===== src/rtl/intel_vvp_icon_frame_scheduler.sv =====
// intel_vvp_icon_frame_scheduler: per-frame IIP/token/EOF control-stream source; optional inter-frame gap via VVP_ICON_SCHED_FRAME_GAP_EN
module intel_vvp_icon_frame_scheduler #(
  parameter int CTRL_WIDTH = 32,
  parameter int DIM_WIDTH = 16,
  parameter int FCOUNT_WIDTH = 16,
  parameter int GAP_WIDTH = 8,
  localparam int USER_WIDTH = (CTRL_WIDTH + 7) / 8
) (
  input  logic                    clk,
  input  logic                    rst,
  input  logic                    enable,
  input  logic                    cfg_ext_mode,
  input  logic [DIM_WIDTH-1:0]    cfg_width,
  input  logic [DIM_WIDTH-1:0]    cfg_height,
  input  logic [3:0]              cfg_bps,
  input  logic [FCOUNT_WIDTH-1:0] cfg_frames,
  input  logic [GAP_WIDTH-1:0]    cfg_gap,
  output logic                    busy,
  output logic                    frame_done,
  output logic                    run_done,
  output logic [FCOUNT_WIDTH-1:0] frame_count,
  output logic                    ctrl_tvalid,
  output logic [CTRL_WIDTH-1:0]   ctrl_tdata,
  output logic                    ctrl_tlast,
  output logic [USER_WIDTH-1:0]   ctrl_tuser,
  input  logic                    ctrl_tready
);
  localparam logic [3:0] VVP_CTRL_PKT_IP = 4'd1;
  localparam logic [3:0] VVP_CTRL_PKT_EOF = 4'd2;
  localparam logic [1:0] VVP_IP_PROGRESSIVE_NATIVE_0 = 2'd0;
  localparam logic [1:0] COLSPACE_RGB = 2'd0;
  localparam logic [1:0] COSITE_TL = 2'd0;
  localparam logic [1:0] SUBSA_444 = 2'd0;
  typedef enum logic [2:0] {IDLE, LATCH, SEND_IIP, SEND_TOKENS, SEND_EOF, GAP} state_t;
  state_t state;
  logic [DIM_WIDTH-1:0] w_q, h_q, line, h_in, w_in;
  logic [3:0] bps_q, bps_in;
  logic ext_q;
  logic [FCOUNT_WIDTH-1:0] frames_q, next_count;
  logic [1:0] beat;
  logic [CTRL_WIDTH-1:0] iip_next;
  logic hs, frame_end, run_end, cont, gap_go, gap_end, load;
`ifdef VVP_ICON_SCHED_FRAME_GAP_EN
  logic [GAP_WIDTH-1:0] gap_q, gap_cnt;
`else
  logic unused_gap;
  assign unused_gap = ^cfg_gap;
`endif
  assign busy = state != IDLE;
  always_comb begin
    hs = ctrl_tvalid & ctrl_tready;
    h_in = cfg_height == '0 ? DIM_WIDTH'(1) : cfg_height;
    w_in = cfg_width == '0 ? DIM_WIDTH'(1) : cfg_width;
    bps_in = cfg_bps == 4'd0 ? 4'd0 : cfg_bps - 4'd1;
    next_count = frame_count + FCOUNT_WIDTH'(1);
    frame_end = hs & ((state == SEND_EOF & beat[0]) | (state == SEND_TOKENS & line == '0 & ext_q));
    run_end = frames_q != '0 && next_count == frames_q;
    cont = frame_end & ~run_end & enable;
`ifdef VVP_ICON_SCHED_FRAME_GAP_EN
    gap_go = cont & (gap_q != '0);
    gap_end = state == GAP && gap_cnt == GAP_WIDTH'(1);
`else
    gap_go = 1'b0;
    gap_end = 1'b0;
`endif
    // A continuing frame reloads straight from frame end so frames run without a bubble
    load = state == LATCH | (cont & ~gap_go) | (gap_end & enable);
    iip_next = beat == 2'd0 ? CTRL_WIDTH'(w_q - DIM_WIDTH'(1)) :
               beat == 2'd1 ? CTRL_WIDTH'(h_q - DIM_WIDTH'(1)) :
               CTRL_WIDTH'({COLSPACE_RGB, COSITE_TL, SUBSA_444, bps_q});
  end
  always_ff @(posedge clk) begin
    if (rst) begin
      state <= IDLE;
      frame_done <= 1'b0;
      run_done <= 1'b0;
      frame_count <= '0;
      ctrl_tvalid <= 1'b0;
      ctrl_tdata <= '0;
      ctrl_tlast <= 1'b0;
      ctrl_tuser <= '0;
      w_q <= '0;
      h_q <= '0;
      line <= '0;
      bps_q <= '0;
      ext_q <= 1'b0;
      frames_q <= '0;
      beat <= '0;
`ifdef VVP_ICON_SCHED_FRAME_GAP_EN
      gap_q <= '0;
      gap_cnt <= '0;
`endif
    end else begin
      frame_done <= 1'b0;
      if (!enable) run_done <= 1'b0;
      case (state)
        IDLE: if (enable && !run_done) begin
          state <= LATCH;
          frame_count <= '0;
        end
        SEND_IIP: if (hs) begin
          if (beat == 2'd3) begin
            state <= SEND_TOKENS;
            line <= h_q - DIM_WIDTH'(1);
            ctrl_tdata <= '0;
            ctrl_tuser <= USER_WIDTH'(1);
            ctrl_tlast <= 1'b1;
          end else begin
            beat <= beat + 2'd1;
            ctrl_tdata <= iip_next;
            ctrl_tuser <= '0;
            ctrl_tlast <= beat == 2'd2;
          end
        end
        SEND_TOKENS: if (hs) begin
          if (line != '0) begin
            line <= line - DIM_WIDTH'(1);
            ctrl_tuser <= '0;
          end else if (!ext_q) begin
            state <= SEND_EOF;
            beat <= 2'd0;
            ctrl_tdata <= CTRL_WIDTH'(VVP_CTRL_PKT_EOF);
            ctrl_tuser <= USER_WIDTH'(2);
            ctrl_tlast <= 1'b0;
          end
        end
        SEND_EOF: if (hs && !beat[0]) begin
          beat <= 2'd1;
          ctrl_tdata <= '0;
          ctrl_tuser <= '0;
          ctrl_tlast <= 1'b1;
        end
`ifdef VVP_ICON_SCHED_FRAME_GAP_EN
        GAP: begin
          gap_cnt <= gap_cnt - GAP_WIDTH'(1);
          if (gap_end && !enable) state <= IDLE;
        end
`endif
        default: ;
      endcase
      if (frame_end) begin
        ctrl_tvalid <= 1'b0;
        frame_done <= 1'b1;
        frame_count <= next_count;
        if (run_end) begin
          run_done <= 1'b1;
          state <= IDLE;
        end else if (!enable) state <= IDLE;
`ifdef VVP_ICON_SCHED_FRAME_GAP_EN
        else if (gap_go) begin
          state <= GAP;
          gap_cnt <= gap_q;
        end
`endif
      end
      if (load) begin
        w_q <= w_in;
        h_q <= h_in;
        bps_q <= bps_in;
        ext_q <= cfg_ext_mode;
        frames_q <= cfg_frames;
`ifdef VVP_ICON_SCHED_FRAME_GAP_EN
        gap_q <= cfg_gap;
`endif
        state <= cfg_ext_mode ? SEND_TOKENS : SEND_IIP;
        beat <= 2'd0;
        line <= h_in - DIM_WIDTH'(1);
        ctrl_tvalid <= 1'b1;
        ctrl_tdata <= cfg_ext_mode ? '0 : CTRL_WIDTH'({VVP_IP_PROGRESSIVE_NATIVE_0, VVP_CTRL_PKT_IP});
        ctrl_tuser <= cfg_ext_mode ? USER_WIDTH'(1) : USER_WIDTH'(2);
        ctrl_tlast <= cfg_ext_mode;
      end
    end
  end
endmodule


===== config.mk =====
export PLATFORM = sky130hd
export DESIGN_NAME = intel_vvp_icon_frame_scheduler
export DESIGN_NICKNAME = d
export VERILOG_FILES = /design/src/rtl/intel_vvp_icon_frame_scheduler.sv
export SDC_FILE = /design/constraint.sdc
export NUM_CORES = 1
export LEC_CHECK = 0
export BUFFER_PORTS_ARGS = -buffer_cell sky130_fd_sc_hd__buf_2
export CAP_MARGIN = 25
export CORE_MARGIN = 4
export CORE_UTILIZATION = 51
export CTS_CLUSTER_DIAMETER = 30
export CTS_CLUSTER_SIZE = 25
export DETAILED_ROUTE_END_ITERATION = 7
export GPL_TIMING_DRIVEN = 0
export PLACE_DENSITY = 0.77
export SLEW_MARGIN = 25
export SYNTH_ARGS = -nofsm -noshare
export SYNTH_HDL_FRONTEND = slang
export SYNTH_SLANG_ARGS = --single-unit

===== constraint.sdc =====
create_clock -name clk -period 4.1 [get_ports clk]
set_input_delay 0.205 -clock clk [delete_from_list [all_inputs] [get_ports clk]]
set_output_delay 0.205 -clock clk [all_outputs]
set_load 0.01 [all_outputs]

Word-level counts from Yosys, hierarchy flattened --
Cells that the tools add are included.
Operators by class: add/subtract/negate cells 8, bitwise operators 10, reductions and logical operators 26, mux-type cells 65, equality and inequality tests 22
Operators with widths (count):
- $mux 32 | 9
- $mux 16 | 10
- $pmux 32 s3 | 1
- $logic_not 16->1 | 3
- $sub 16x1->16 const B | 3
- $sub 16x1->17 const B | 2
- $pmux 16 s2 | 1
- $reduce_bool 16->1 | 2
- $mux 3 | 10
- $mux 4 | 7
- $add 16x1->16 const B | 1
- $eq 16x16->1 | 1
- $mux 1 | 16
- $ne 3x3->1 const B | 5
- $mux 2 | 7
- $pmux 4 s3 | 1
- $ne 2x2->1 const B | 5
- $reduce_and 5->1 | 2
- $pmux 3 s3 | 1
- $reduce_bool 3->1 | 3
- $and 1x1->1 | 7
- $reduce_and 7->1 | 1
- $eq 3x2->1 const B | 2
- $ne 3x2->1 const B | 2
- other kinds (22) | 29
Storage, ports and cells: register bits after elaboration 130

Longest topological paths before layout --
depth after elaboration 10, gate-level depth with buffers 19, gate-level depth less buffers 15

Worst setup path before layout --
OpenSTA, ideal clock, no wires.
path kind flip-flop to flip-flop, start point reg frame_count[0], end point reg line[14], buffers on the path 4, data arrival time 3832 ps, setup slack 194 ps, stages on the path, launching flop included 20, setup time 74 ps, cells stage by stage dfxtp_1 ha_1 nand4_1 nor3_1 xnor2_1 a211oi_1 and3_1 buf_2 o21a_1 buf_2 buf_4 o211ai_1 nand2_1 ha_1 clkbuf_1 nand2_1 or4_1 xnor2_1 nand2_1 a31oi_1
Between the ends: word-level cells in the longest chain between the ends 9, elaborated cells on any way between the ends 14, those cells by class add/sub (1); eq/ne (5); mux (1); bitwise (4); reduce/logical (3)
RTL lines:
- start: declaration | line 21 | output logic [FCOUNT_WIDTH-1:0] frame_count,
- start signal: assignment | line 144 | frame_count <= next_count;
- $add 16x1->16 * | line 55 | next_count = frame_count + FCOUNT_WIDTH'(1);
- $eq 16x16->1 * | line 57 | run_end = frames_q != '0 && next_count == frames_q;
- $logic_and 1x1->1 * | line 57
- $not 1->1 * | line 58 | cont = frame_end & ~run_end & enable;
- $and 1x1->1 * (2 in a row) | line 58
- $or 1x1->1 * | line 67 | load = state == LATCH | (cont & ~gap_go) | (gap_end & enable);
- $ne 3x3->1 (no source line), or another cell as far along
- $reduce_and 5->1 (no source line)
- end signal: assignment | line 104 | line <= h_q - DIM_WIDTH'(1);
- end signal: assignment | line 117 | line <= line - DIM_WIDTH'(1);
- end signal: assignment | line 167 | line <= h_in - DIM_WIDTH'(1);
- end: declaration | line 36 | logic [DIM_WIDTH-1:0] w_q, h_q, line, h_in, w_in;
Mark *: on every way between the ends. The rest lies on a longest branch, timed or not. A chain may end at the register's enable or synchronous reset.

Worst setup path after layout --
start point reg line[0], end point reg line[14]
Between the ends: word-level cells in the longest chain between the ends 10, elaborated cells on any way between the ends 20, those cells by class add/sub (1); eq/ne (4); mux (4); bitwise (7); reduce/logical (4)
RTL lines:
- $logic_not 16->1 | line 56 | frame_end = hs & ((state == SEND_EOF & beat[0]) | (state == SEND_TOKENS & line == '0 & ext_q));
- $and 1x1->1 (2 in a row) | line 56
- $or 1x1->1 | line 56
- $and 1x1->1 | line 56
- $and 1x1->1 (2 in a row) | line 58
- $or 1x1->1 | line 67
- $ne 3x3->1 (no source line), or another cell as far along
- $reduce_and 5->1 (no source line)
Several ways; a longest one is shown, not always the timed one. The select of a mux whose other input is x is not followed.

==> qor.yml <==
status: "complete, no violations"
antenna_found_initial: 0
start_kind: "flop"
finalCritPeriodShare_pct: 96.3
drt_iter0_markers: 718
cts.sinks: 113
report.final.slew_viol_count: 0
clock.fmax_mhz: 253
ys_seq_area_share_pct: 32.9
h-tree-depth: 4
clk_pin_slew_ns: 0.06
drive_gt1_share_pct: 19.5
power_density_nw_per_um2: 536
grt-busiest-layer: "met2"
skew_ns: 0.0123
cp-end-kind: "flop"
port_buffers: 110
viasPerCell: 5.92
root_buffer: "clkbuf_16"
min_period_ns: 3.95
yosysTopAreaCell: "dfxtp_1"
crit_path_max_fanout: 10
gr-usage-met1_pct: 35.1
critical_path.slowest_cell: "or4_4"
hold_path.class: "input pin to flop"
synth_top_cells_by_area: "dfxtp_1, nand2_1, nor2_1, a21oi_1, xnor2_1"
core_um2: 13200
post_synth_num_cell_types: 61
drc: 0
fin_nets: 1123
ys_async_sr_fraction_pct: 0
grtUsageTotal_pct: 28.1
cp_cell_sequence: "or3_1, or4_4, or4_4, a21oi_4, nand2_4, o21ai_2, buf_4, nand2_1, nand2_1, ha_4, nand2_2, or4_1, xnor2_1, nand2_1, a31oi_1"
initial_core_util_pct: 51.9
yosysTopAreaCellShare_pct: 32.9
ios: 122
cp_common_cell: "nand2_1"
fin_util_pct: 62.9
die_h_um: 124
die_area_um2: 15400
grt_max_degree: 18
cp.arrival_ns: 4.31
power_w: 0.00447
synth_edf_count: 0
dpl.hpwl_um: 15800
chipWidth_um: 124
synth-seq-cells: 113
final_cell_mix: "nand2_1, buf_2, nor2_1, dfxtp_1, a21oi_1"
use_met2_pct: 46.3
clockBufferDepth: 2
yosysWarnings: 0
critPathMaxStageDelay_ns: 0.53
critical_path_required_ns: 4.46
avgSynthCellArea_um2: 7.49
hold_buffers: 0
r2r_setup_slack_ns: 0.15
criticalPathCategory: "flop to flop"
routed_wl_um: 21600
dp.cells: 1204
synth_flop_cell: "dfxtp_1"
cap_violations: 0
vias: 7336
synth_area_um2: 6870
cts_inserted_buffers: 17
grt_pass1_wl_um: 33400
gp_congestion: 0.962
tightest_slew_ns: 0.840
final_cells: 1239
hold_viol_final: 0
dp_slack_ns: -0.910
final_antenna_net_count: 0
path_buf_inv: 1
area_delta_synth_final_pct: 21.3
finalSetupViolations: 0
diodes: 0
ir_worst_vdd_mv: 0.322
rows: 42
synth_cells: 917
firstDrtPassIters: 7
overflow: 0
met3_usage_pct: 6.77
maxSlewHeadroom_pct: 43.8
grt_pass1_vias: 6637
n_fill_cell: 1192
crit_family: "simple AND/OR/NAND/NOR gates"
routedWlPerCell_um: 17.4
power.leakage_nw: 3.51
mostFrequentLayoutCell: "nand2_1"
setup_ws_ns: 0.150
cts_tree: "yes"
fin_hold_ws_ns: 0.0136
clock_latency_ns: 0.44
cells by family after synthesis:
logic type	share of synthesized area, %
AND/OR/NAND/NOR	28.3
AO/OA/AOI/OAI	17.1
flip-flops	32.9
buffers and inverters	5.92
XOR/XNOR	9.05
multiplexers	5.17
adder cells (fa/ha/maj)	1.46
other	0.0546
synth_stat cells (all sizes together) (3+ instances only):
library cell	n
o211ai	4
or4	10
o32ai	6
nor4	17
o311ai	7
ha	8
nor2	115
nand3b	9
nor3b	3
buf	33
nor3	37
o22ai	4
dfxtp	113
mux2i	31
and3	3
nand2b	7
a21oi	81
inv	15
o2111ai	3
o21ai	20
a31oi	6
a311oi	10
nand4	8
nand2	158
o211a	4
a21o	3
a211oi	9
and4	4
o221ai	4
a22oi	11
xor2	33
or3	10
nand3	26
o21a	3
clkbuf	38
xnor2	38
mux2	4
final timing paths:
path	from	to	cells after the start
setup / recovery	line[0]	line[14]	15
hold / removal	cfg_frames[7]	frames_q[7]	3
setup reg to reg	line[0]	line[14]	15
hold reg to reg	bps_q[3]	bps_q[3]	2
power breakdown:
group | total (W) | switching, W | internal [W]
combinational | 0.00168 | 0.000981 | 0.000704
sequential | 0.00140 | 0.000148 | 0.00125
clock | 0.00138 | 0.000521 | 0.000861
total | 0.00447 | 0.00165 | 0.00282
area by class of cell:
class | count | area, um^2 | share of cell area, %
Multi-Input combinational cell | 719 | 4280 | 51.3
Sequential cell | 113 | 2270 | 27.3
Timing Repair Buffer | 116 | 596 | 7.15
Clock buffer | 27 | 523 | 6.27
Buffer | 68 | 364 | 4.37
Tap cell | 176 | 220 | 2.64
Inverter | 15 | 56.3 | 0.675
Clock inverter | 5 | 25.0 | 0.300
repair_timing:
action / in CTS / in global routing
buffers inserted: 4 / 2
resized for setup: 16 / 24
pin swaps: 3 / 5
setup endpoints to repair: 7 / 6
per-stage QoR:
step,TNS (ns),instance area (um^2)
after floorplan,0,6880
after global placement,-4.52,7650
after detailed placement,-4.81,7650
after CTS,0,8270
after global routing,-0.00537,8340
final,0,8340
worst reg2reg max path: cells and delay by family (launching register included):
| family | cells | cell delay, ns |
|---|---|---|
| compound gates | 3 | 0.61 |
| xor+xnor | 1 | 0.15 |
| fa+ha+maj | 1 | 0.20 |
| buf+inv | 1 | 0.25 |
| flops | 1 | 0.34 |
| simple gates | 9 | 2.34 |
flip-flops by register name, indices dropped and copies added, names as in the netlist:
| register | count |
|---|---|
| line | 16 |
| ctrl_tvalid | 1 |
| ctrl_tuser | 2 |
| w_q | 16 |
| h_q | 16 |
| ctrl_tdata | 17 |
| frame_done | 1 |
| frame_count | 16 |
| ctrl_tlast | 1 |
| bps_q | 4 |
| beat | 2 |
| state | 3 |
| frames_q | 16 |
| ext_q | 1 |
| run_done | 1 |
layer usage:
layer	vias to the layer above	routed length [um]
met2	366	10200
met1	3423	8890
met3	61	1790
met4	0	695
met5	-	0
li1	3486	-
Power figures use the tool's default switching activity.
